### src/rtl/instruction_fetch_unit_pkg.sv
// Shared types and constants for the instruction fetch stage.
package instruction_fetch_unit_pkg;

  localparam int unsigned IFU_XLEN = 32;
  localparam int unsigned OPCODE_W = 7;
  localparam logic [IFU_XLEN-1:0] NOP_INSTR = 32'h0000_0013;

  typedef enum logic [1:0] {
    S_IDLE  = 2'd0,
    S_BUSY  = 2'd1,
    S_FLUSH = 2'd2
  } fetch_state_t;

  typedef enum logic [1:0] {
    PC_HOLD     = 2'd0,
    PC_INCR     = 2'd1,
    PC_REDIRECT = 2'd2,
    PC_PEND     = 2'd3
  } pc_sel_t;

endpackage

### src/rtl/instruction_fetch_unit_pc_reg.sv
// Program counter and pending-redirect register with next-PC selection.
module fetch_pc_reg
  import instruction_fetch_unit_pkg::*;
#(
  parameter int unsigned     XLEN     = IFU_XLEN,
  parameter logic [XLEN-1:0] RESET_PC = '0,
  parameter int unsigned     PC_STEP  = 4
) (
  input  logic            clk,
  input  logic            reset,
  input  pc_sel_t         i_sel,
  input  logic            i_pend_wr,
  input  logic [XLEN-1:0] i_redirect_pc,
  output logic [XLEN-1:0] o_pc,
  output logic [XLEN-1:0] o_pend_pc
);

  logic [XLEN-1:0] r_pc;
  logic [XLEN-1:0] r_pend_pc;
  logic [XLEN-1:0] w_target;

  // Redirect targets are word-aligned by clearing the low two bits.
  assign w_target = {i_redirect_pc[XLEN-1:2], 2'b00};

  always_ff @(posedge clk) begin
    if (reset) begin
      r_pc      <= RESET_PC;
      r_pend_pc <= '0;
    end else begin
      case (i_sel)
        PC_INCR:     r_pc <= r_pc + XLEN'(PC_STEP);
        PC_REDIRECT: r_pc <= w_target;
        PC_PEND:     r_pc <= r_pend_pc;
        default:     r_pc <= r_pc;
      endcase
      if (i_pend_wr) r_pend_pc <= w_target;
    end
  end

  assign o_pc      = r_pc;
  assign o_pend_pc = r_pend_pc;

endmodule

### src/rtl/instruction_fetch_unit.sv
// Fetch stage: PC, imem req/ack handshake, single-entry instruction register,
// stall handling and redirects (including redirects during an in-flight request).
module instruction_fetch_unit
  import instruction_fetch_unit_pkg::*;
#(
  parameter int unsigned     XLEN     = IFU_XLEN,
  parameter logic [XLEN-1:0] RESET_PC = '0,
  parameter int unsigned     PC_STEP  = 4
) (
  input  logic                clk,
  input  logic                reset,
  output logic                imem_req,
  output logic [XLEN-1:0]     imem_addr,
  input  logic                imem_ack,
  input  logic [XLEN-1:0]     imem_rdata,
  input  logic                stall,
  input  logic                redirect,
  input  logic [XLEN-1:0]     redirect_pc,
  output logic [XLEN-1:0]     instr,
  output logic [OPCODE_W-1:0] opcode,
  output logic [XLEN-1:0]     pc_out,
  output logic                instr_valid
);

  fetch_state_t    r_state;
  fetch_state_t    w_state_nxt;
  logic [XLEN-1:0] r_instr;
  logic [XLEN-1:0] r_pc_out;
  logic            r_instr_valid;
  logic [XLEN-1:0] w_pc;
  logic [XLEN-1:0] w_pend_pc;
  logic            w_req;
  logic            w_load;
  logic            w_pend_wr;
  pc_sel_t         w_pc_sel;
  logic            w_consume;
  logic            w_can_issue;

  assign w_consume   = r_instr_valid & ~stall;
  assign w_can_issue = ~r_instr_valid | ~stall;

  fetch_pc_reg #(
    .XLEN     (XLEN),
    .RESET_PC (RESET_PC),
    .PC_STEP  (PC_STEP)
  ) u_pc_reg (
    .clk           (clk),
    .reset         (reset),
    .i_sel         (w_pc_sel),
    .i_pend_wr     (w_pend_wr),
    .i_redirect_pc (redirect_pc),
    .o_pc          (w_pc),
    .o_pend_pc     (w_pend_pc)
  );

  always_ff @(posedge clk) begin
    if (reset) r_state <= S_IDLE;
    else       r_state <= w_state_nxt;
  end

  always_comb begin
    w_state_nxt = r_state;
    w_req       = 1'b0;
    w_load      = 1'b0;
    w_pend_wr   = 1'b0;
    w_pc_sel    = PC_HOLD;
    case (r_state)
      S_IDLE: begin
        w_req = w_can_issue & ~redirect;
        if (redirect) begin
          w_pc_sel = PC_REDIRECT;
        end else if (w_req && imem_ack) begin
          w_load   = 1'b1;
          w_pc_sel = PC_INCR;
        end else if (w_req) begin
          w_state_nxt = S_BUSY;
        end
      end
      S_BUSY: begin
        w_req = 1'b1;
        if (imem_ack) begin
          w_state_nxt = S_IDLE;
          if (redirect) begin
            w_pc_sel = PC_REDIRECT;
          end else begin
            w_load   = 1'b1;
            w_pc_sel = PC_INCR;
          end
        end else if (redirect) begin
          w_pend_wr   = 1'b1;
          w_state_nxt = S_FLUSH;
        end
      end
      S_FLUSH: begin
        // The outstanding word is stale; keep the handshake alive until it returns.
        w_req = 1'b1;
        if (imem_ack) begin
          w_state_nxt = S_IDLE;
          w_pc_sel    = redirect ? PC_REDIRECT : PC_PEND;
        end else if (redirect) begin
          w_pend_wr = 1'b1;
        end
      end
      default: w_state_nxt = S_IDLE;
    endcase
  end

  always_ff @(posedge clk) begin
    if (reset) begin
      r_instr       <= NOP_INSTR;
      r_pc_out      <= '0;
      r_instr_valid <= 1'b0;
    end else if (redirect) begin
      r_instr       <= NOP_INSTR;
      r_instr_valid <= 1'b0;
    end else if (w_load) begin
      r_instr       <= imem_rdata;
      r_pc_out      <= w_pc;
      r_instr_valid <= 1'b1;
    end else if (w_consume) begin
      r_instr_valid <= 1'b0;
    end
  end

  assign imem_req    = w_req & ~reset;
  assign imem_addr   = w_pc;
  assign instr       = r_instr;
  assign opcode      = r_instr[OPCODE_W-1:0];
  assign pc_out      = r_pc_out;
  assign instr_valid = r_instr_valid;

endmodule

### config.mk
export PLATFORM = sky130hd
export DESIGN_NAME = instruction_fetch_unit
export DESIGN_NICKNAME = d
export VERILOG_FILES = /design/src/rtl/instruction_fetch_unit_pkg.sv /design/src/rtl/instruction_fetch_unit_pc_reg.sv /design/src/rtl/instruction_fetch_unit.sv
export SDC_FILE = /design/constraint.sdc
export NUM_CORES = 1
export LEC_CHECK = 0
export CORE_UTILIZATION = 35
export DETAILED_ROUTE_END_ITERATION = 16
export HOLD_SLACK_MARGIN = 0.02
export PLACE_DENSITY = 0.73
export REMOVE_ABC_BUFFERS = 1
export SLEW_MARGIN = 30
export SYNTH_ARGS = -nofsm -noshare
export SYNTH_HDL_FRONTEND = slang
export SYNTH_SLANG_ARGS = --single-unit
### constraint.sdc
create_clock -name clk -period 6 [get_ports clk]
set_input_delay 0.6 -clock clk [delete_from_list [all_inputs] [get_ports clk]]
set_output_delay 0.6 -clock clk [all_outputs]
set_load 0.02 [all_outputs]
# [Word level (Yosys, flattened, before mapping)]
# Index checks and enable logic that the tools add are counted.
[word_totals] ff_bits=129 input_bits=69
[classes] add_sub_neg=1 n_eq_ne=10 n_mux=26 n_bitwise=8 reduce_logical=8
[op_table] operator="32-bit one-hot mux with 3 select lines" count=1
[op_table] operator="32-bit by 3-bit adder with 32-bit output (second input constant)" count=1
[op_table] operator="2-bit 2-to-1 mux" count=10
[op_table] operator="2-bit one-hot mux with 3 select lines" count=2
[op_table] operator="1-bit 2-to-1 mux" count=11
[op_table] operator="2-bit != test (second input constant)" count=4
[op_table] operator="2-bit == test (second input constant)" count=3
[op_table] operator="5-bit AND reduction" count=1
[op_table] operator="2-bit by 1-bit == test with 1-bit output (second input constant)" count=2
[op_table] operator="1-bit NOT" count=4
[op_table] operator="1-bit one-hot mux with 2 select lines" count=2
[op_table] operator="2-bit OR reduction" count=2
[op_table] operator="1-bit AND" count=3
[op_table] operator="3-bit != test (second input constant)" count=1
[op_table] operator="3-bit nonzero test" count=1
[op_table] operator="2-bit logical NOT" count=1
[op_table] operator="2-bit AND reduction" count=1
[op_table] operator="2-bit nonzero test" count=1
[op_table] operator="1-bit logical AND" count=1
[op_table] operator="1-bit OR" count=1

# [Longest topological paths before layout]
# Gate-level depths: netlist of run 1.
[depth] depth_word=9 depth_mapped=10

# [Modules after synthesis]
# A second synthesis of run 1 with hierarchy kept.
[unflattened] hier_cells=733 hier_area_um2=6391.1
[modules_own_cells] module="fetch_pc_reg" n_inst=1 cells_per_inst=412 area_per_inst_um2=3385.7
[modules_own_cells] module="instruction_fetch_unit" n_inst=1 cells_per_inst=321 area_per_inst_um2=3005.4

# [Least setup slack after synthesis of run 1]
# Ideal clock, no wire load.
[synth_timing] path_type="input to output" start="in reset" end="out imem_req" arrival_time_ns=1.637 slack_ns=3.763 path_stages=4 n_path_buf=3 path_cell_list="clkbuf_1 clkbuf_1 clkbuf_1 nor3_1"
[synth_between] elab_chain_len=2
[synth_rtl] item="start, declared" line_no="instruction_fetch_unit.sv:11" rtl="input logic reset,"
[synth_rtl] item="1-bit NOT" line_no="instruction_fetch_unit.sv:125" rtl="assign imem_req = w_req & ~reset;"
[synth_rtl] item="1-bit AND" line_no="instruction_fetch_unit.sv:125"
[synth_rtl] item="end, declared" line_no="instruction_fetch_unit.sv:12" rtl="output logic imem_req,"
# Every way passes these cells.

# [Final worst setup path of run 1]
[layout_timing] start="in imem_ack" end="reg u_pc_reg.r_pc[16], in the netlist u_pc_reg.o_pc[16]"
[layout_between] elab_chain_len=6 word_cells_on_any_way=11 cone_classes="3 x eq/ne; 6 x mux; 2 x reduce/logical"
[layout_rtl] item="start, declared" line_no="instruction_fetch_unit.sv:14" rtl="input logic imem_ack,"
[layout_rtl] item="1-bit logical AND" line_no="instruction_fetch_unit.sv:72" rtl="end else if (w_req && imem_ack) begin"
[layout_rtl] item="1-bit 2-to-1 mux" line_no="instruction_fetch_unit.sv:72"
[layout_rtl] item="2-bit 2-to-1 mux" line_no="instruction_fetch_unit.sv:70" rtl="if (redirect) begin"
[layout_rtl] item="2-bit one-hot mux with 3 select lines (*)" line_no="instruction_fetch_unit.sv:67" rtl="case (r_state)"
[layout_rtl] item="2-bit == test / 2-bit by 1-bit == test with 1-bit output (equally long branches)" line_no="instruction_fetch_unit_pc_reg.sv:30" rtl="case (i_sel)"
[layout_rtl] item="32-bit one-hot mux with 3 select lines / 3-bit nonzero test (equally long branches)"
[layout_rtl] item="end signal, assigned" line_no="instruction_fetch_unit_pc_reg.sv:31" rtl="PC_INCR: r_pc <= r_pc + XLEN'(PC_STEP);"
[layout_rtl] item="end signal, assigned" line_no="instruction_fetch_unit_pc_reg.sv:32" rtl="PC_REDIRECT: r_pc <= w_target;"
[layout_rtl] item="end signal, assigned" line_no="instruction_fetch_unit_pc_reg.sv:33" rtl="PC_PEND: r_pc <= r_pend_pc;"
[layout_rtl] item="end, declared" line_no="instruction_fetch_unit_pc_reg.sv:18" rtl="logic [XLEN-1:0] r_pc;"
# Every way passes the cells marked *; elsewhere a longest branch is shown, timed or not.
# A chain may end at the register's enable or synchronous reset.

==> results of run 1 <==
worst max-delay path, cell delays in order:
cell and delay (ps):
clkdlybuf4s50_1 650, nor2b_2 650, o21a_1 760, nand2_1 100, and3_1 200, a2111oi_0 310
metal layers:
metal | GRT usage, % | vias to the layer above
met1 | 25.60 | 2606
met4 | 7.843 | 0
met3 | 5.334 | 24
met5 | 0 | -
li1 | - | 2877
met2 | 31.50 | 229
logic make-up after synthesis:
| kind of cell | Yosys count | synth area share [%] |
|---|---|---|
| other | 1 | 0.06445 |
| AOI/OAI and AO/OA | 203 | 22.07 |
| and+or+nand+nor | 325 | 24.50 |
| buffers and inverters | 71 | 5.548 |
| muxes | 13 | 2.323 |
| xor gates and xnor gates | 8 | 1.204 |
| adders and majority gates | 6 | 1.290 |
| DFF | 125 | 43.01 |
metrics by stage:
| stage | std cells | area (um2) | util [%] | hold WS (ps) |
|---|---|---|---|---|
| after CTS | 1115 | 8135 | 50.66 | 453.4 |
| after global placement | 1082 | 7543 | 46.98 | 439.0 |
| after detailed placement | 1083 | 7562 | 47.09 | 445.7 |
| after global routing | 1115 | 8135 | 50.66 | 469.3 |
| final | 1115 | 8135 | 50.66 | 449.7 |
| after floorplan | 693 | 5540 | - | 427.8 |
flip-flops by register name (all words and copies together) (netlist names):
| name | flops |
|---|---|
| instr_valid | 1 |
| u_pc_reg.o_pc | 30 |
| r_state | 2 |
| instr | 32 |
| pc_out | 30 |
| u_pc_reg.o_pend_pc | 30 |
area by class of cell:
cell class	instances	area [um2]
clock buffers	22	484.2
well taps	216	270.3
fillers	1557	7923
clock inverters	10	88.84
multi-input cells	559	3039
flip-flops and latches	125	2502
repair buffers	174	1717
inverters	9	33.78
path summary, 6_finish.rpt:
| path | from | to | slack, ps |
|---|---|---|---|
| setup / recovery | imem_ack | u_pc_reg.o_pc[16]$_SDFFE_PP0P_ | 3020 |
| hold / removal | instr[8]$_SDFFE_PP0P_ | instr[8]$_SDFFE_PP0P_ | 450 |
| setup reg to reg | r_state[0]$_SDFFE_PP0P_ | u_pc_reg.o_pc[16]$_SDFFE_PP0P_ | 3170 |
| hold reg to reg | instr[8]$_SDFFE_PP0P_ | instr[8]$_SDFFE_PP0P_ | 450 |
power breakdown:
part / internal (mW) / switching (mW)
clock network: 0.610 / 0.369
registers: 0.946 / 0.156
logic: 0.407 / 0.553
total: 1.96 / 1.08
synth_stat cells, types with 12 or more instances:
cell / n
dfxtp_1: 125
clkbuf_1: 39
a211oi_1: 15
buf_4: 12
nand3_1: 18
nor3_1: 12
nor2_1: 20
nand2_1: 221
a21oi_1: 103
and3_1: 15
==> impl_metrics.ini, run 1 <==
[final_layout]
nets = 961
diodes = 0
drive_above_1_share_pct = 7.453
layout_commonest_cell = nand2_1
synthToLayoutAreaGrowth_pct = 39.83
mostFrequentLayoutCells = nand2_1, clkdlybuf4s50_1, dfxtp_1, a21oi_1, nor2_1

[die]
io-pin-count = 174
dieWidth_um = 130.9
die_area_um2 = 17140
initial_core_util_pct = 36.23
die_y_um = 130.9
core-area_um2 = 16060
placement_rows = 46

[placement]
gp_congestion = 0.8658
dpl.hpwl_um = 11440
dpl_worst_slack_ps = 2637
port_buffers = 167

[sta]
relSlewSlack_pct = 34.69
setup_viol = 0
fin_skew_ps = 8.793
fmax_mhz = 335.2
final-hold-violation-count = 0
slew_violations = 0
setup_ws_ps = 3017
rsz0062_at_grt = no
tns_ps = 0
fin_crit_ps = 2983
period_share_pct = 49.72
worstMarginPinSlew_ps = 979.7

[power_and_ir_drop]
fin_total_pwr_mw = 3.042
irDropWorstVdd_mv = 0.2251
power.density_nw_per_um2 = 373.9
leakage_nw = 2.921

[synth]
ys.warnings.count = 0
synth_area_leaders = dfxtp_1, nand2_1, a21oi_1
synth-main-ff-cell = dfxtp_1
ys_seq_elements = 125
yosys.area.top_type = dfxtp_1
async_reset_ff_share_pct = 0
seq_area_frac_synth_pct = 43.01
synth_area_per_cell_um2 = 7.737
synth_cell_types = 66
synth_enable_flop_cells = 0
synthCells = 752
synth_top_area_share_pct = 43.01
syn_area_um2 = 5818

[global_route]
first_global_vias = 5015
overflow = 0
antenna_found_initial = 0
grt_max_degree = 66
grt_pass1_wl_um = 25920
track_usage_pct = 19.86

[clock_tree]
ctsHoldBuffers = 0
cts_root_buf = clkbuf_16
clock_sinks = 125
cts_buffers = 17
cts_setup_buffers = 0
htree_num_levels = 4
tritoncts = yes
clk_pin_slew_ps = 60
ctsResizeCount = 0
cts_buffer_depth = 2
clock_latency_ps = 410

[drt]
drt-met1-wl_um = 7856
maxUsedRoutingLayer = met4
drtIter0Drc = 458
vias = 5736
drc = 0
first_pass_iters = 5
routedWlPerCell_um = 15.35
via_per_inst = 5.144
route.met2.wl_um = 7789
wl_um = 17110
route.met3.wl_um = 1180
ant_nets = 0

[setup_path]
crit_path_end_kind = flip-flop
crit_type = input port to flip-flop
critPathLaunchType = input port
cp_max_fo = 19
rr_worst_depth = 7
cp_data_required_time_ps = 6290
critical_path_arrival_ps = 3280

[run]
drv_cap = 0

[min_path]
hp-class = flip-flop to flip-flop
hold_depth = 2

[outcome]
status = finished clean
Note: power is estimated with default switching activity, not from simulation.
==> run 2: changes to the inputs <==
==> constraint.sdc (replaced) <==
create_clock -name clk -period 3.05 [get_ports clk]
set_input_delay 0.305 -clock clk [delete_from_list [all_inputs] [get_ports clk]]
set_output_delay 0.305 -clock clk [all_outputs]
set_load 0.02 [all_outputs]
==> run 2 against run 1 <==
Net effect: die area unchanged; flip-flop and latch count did not move; via count grew 3.1%; critical path type is now flip-flop to flip-flop; cell area grew 2.6%; cell count is 1.4% higher; critical endpoint is now u_pc_reg.o_pc[21]$_SDFFE_PP0P_; count of clock-buffer cells in the layout down 2; largest power group unchanged.
==> impl_metrics.ini, run 2 (synthesis results as in run 1) <==
[drt]
ant_nets = 0
drc = 0
via_per_inst = 5.229
routedWlPerCell_um = 15.40
drtIter0Drc = 394
wl_um = 17420
first_pass_iters = 7
vias = 5914

[setup_path]
critPathMaxStageDelay_ps = 430
critPathBufInv = 2
cp_data_required_time_ps = 3350
crit_type = flip-flop to flip-flop
path_cells = inv_1 -> ha_1 -> or2_2 -> o21ai_2 -> buf_4 -> mux2_2 -> o21ai_0 -> a22oi_1
critical_path_arrival_ps = 2820
crit_path_end_kind = flip-flop
critPathSlowestCell = or2_2
crit_family = compound AO/OA/AOI/OAI gates
critPathLaunchType = flip-flop
cp_max_fo = 21

[final_layout]
drive_above_1_share_pct = 8.852
nets = 977
n_fill_cell = 1519
layout.area.seq_um2 = 2502
largest_register_ffs = 32
mostFrequentLayoutCells = nand2_1, clkdlybuf4s50_1, dfxtp_1, a21oi_1
final_area_um2 = 8348
synthToLayoutAreaGrowth_pct = 43.48
finish.utilization_pct = 51.99
layout_commonest_cell = nand2_1
multi_input_area_um2 = 3025
diodes = 0

[power_and_ir_drop]
power.density_nw_per_um2 = 751.0
fin_total_pwr_mw = 6.269
irDropWorstVdd_mv = 0.4127
leakage_nw = 3.046

[clock_tree]
clk_pin_slew_ps = 50
clock_sinks = 125
ctsHoldBuffers = 0
cts_root_buf = clkbuf_16
cts_buffers = 17
tritoncts = yes
clock_latency_ps = 420
ctsResizeCount = 0
htree_num_levels = 4
cts_buffer_depth = 2
cts_setup_buffers = 0

[sta]
fin_crit_ps = 2523
period_share_pct = 82.73
final-hold-violation-count = 0
rsz0062_at_grt = no
fin_skew_ps = 6.457
fmax_mhz = 396.3
holdWs_ps = 344.6
setup_viol = 0
relSlewSlack_pct = 41.14
slew_violations = 0
worstMarginPinSlew_ps = 874.8
tns_ps = 0

[placement]
place_area_um2 = 7724
dpl.hpwl_um = 12010
port_buffers = 167
gp_congestion = 0.8917

[die]
io-pin-count = 174
die_y_um = 130.9
dieWidth_um = 130.9
die_area_um2 = 17140
initial_core_util_pct = 36.23
placement_rows = 46
core-area_um2 = 16060

[global_route]
met1_usage_pct = 24.76
top_usage_layer = met2
grt_pass1_wl_um = 26310
first_global_vias = 5189
met3_usage_pct = 4.764
grt_max_degree = 64
antenna_found_initial = 0
track_usage_pct = 19.96
use_met2_pct = 33.08
overflow = 0

[run]
drv_cap = 0

[min_path]
hp-class = input port to flip-flop

[outcome]
status = finished clean
==> run 2: cell count changes in the layout (fill, tap and decap cells not counted), moves of 2 or more <==
cell	change
clkbuf_8	-2
buf_12	+2
bufinv_16	+3
buf_4	+13
==> run 2: area by class of cell <==
type	count	area share [%]
multi-input cells	559	36.24
clock buffers	20	5.471
repair buffers	190	22.66
flip-flops and latches	125	29.98
clock inverters	12	2.008
well taps	216	3.237
inverters	9	0.4047
==> run 2: worst paths after layout <==
path / start / to / slack, ps / depth (start not counted)
max: r_state[1]$_SDFFE_PP0P_ / u_pc_reg.o_pc[21]$_SDFFE_PP0P_ / 530 / 8
min: reset / pc_out[30]$_SDFFE_PP0P_ / 340 / 2
max reg2reg: r_state[1]$_SDFFE_PP0P_ / u_pc_reg.o_pc[21]$_SDFFE_PP0P_ / 530 / 8
min reg2reg: instr[24]$_SDFFE_PP0P_ / instr[24]$_SDFFE_PP0P_ / 450 / 2
==> run 2: power by group <==
| group | switching [mW] | internal (mW) | total (mW) | leakage [nW] |
|---|---|---|---|---|
| clock network | 0.729 | 1.40 | 2.13 | 0.302 |
| logic | 1.13 | 0.877 | 2.00 | 1.73 |
| registers | 0.273 | 1.86 | 2.13 | 1.02 |
==> run 2: through the flow <==
stage	setup WS, ps	cells
after detailed placement	443.7	1099
after global routing	400.1	1131
final	526.8	1131
after global placement	454.1	1097
after CTS	547.1	1131
after floorplan	-2034	693
==> run 2: layer usage <==
metal	wire length (um)	vias up
met2	8106	251
met4	386	0
met1	7580	2725
met3	1344	31
li1	-	2907
met5	0	-
==> run 2: worst reg2reg max path: cells and delay by family (launching register included) <==
| kind | cells | cell delay, ps |
|---|---|---|
| fa+ha+maj | 1 | 290 |
| flops | 1 | 370 |
| buf+inv | 2 | 420 |
| compound gates | 3 | 470 |
| mux | 1 | 430 |
| simple gates | 1 | 430 |
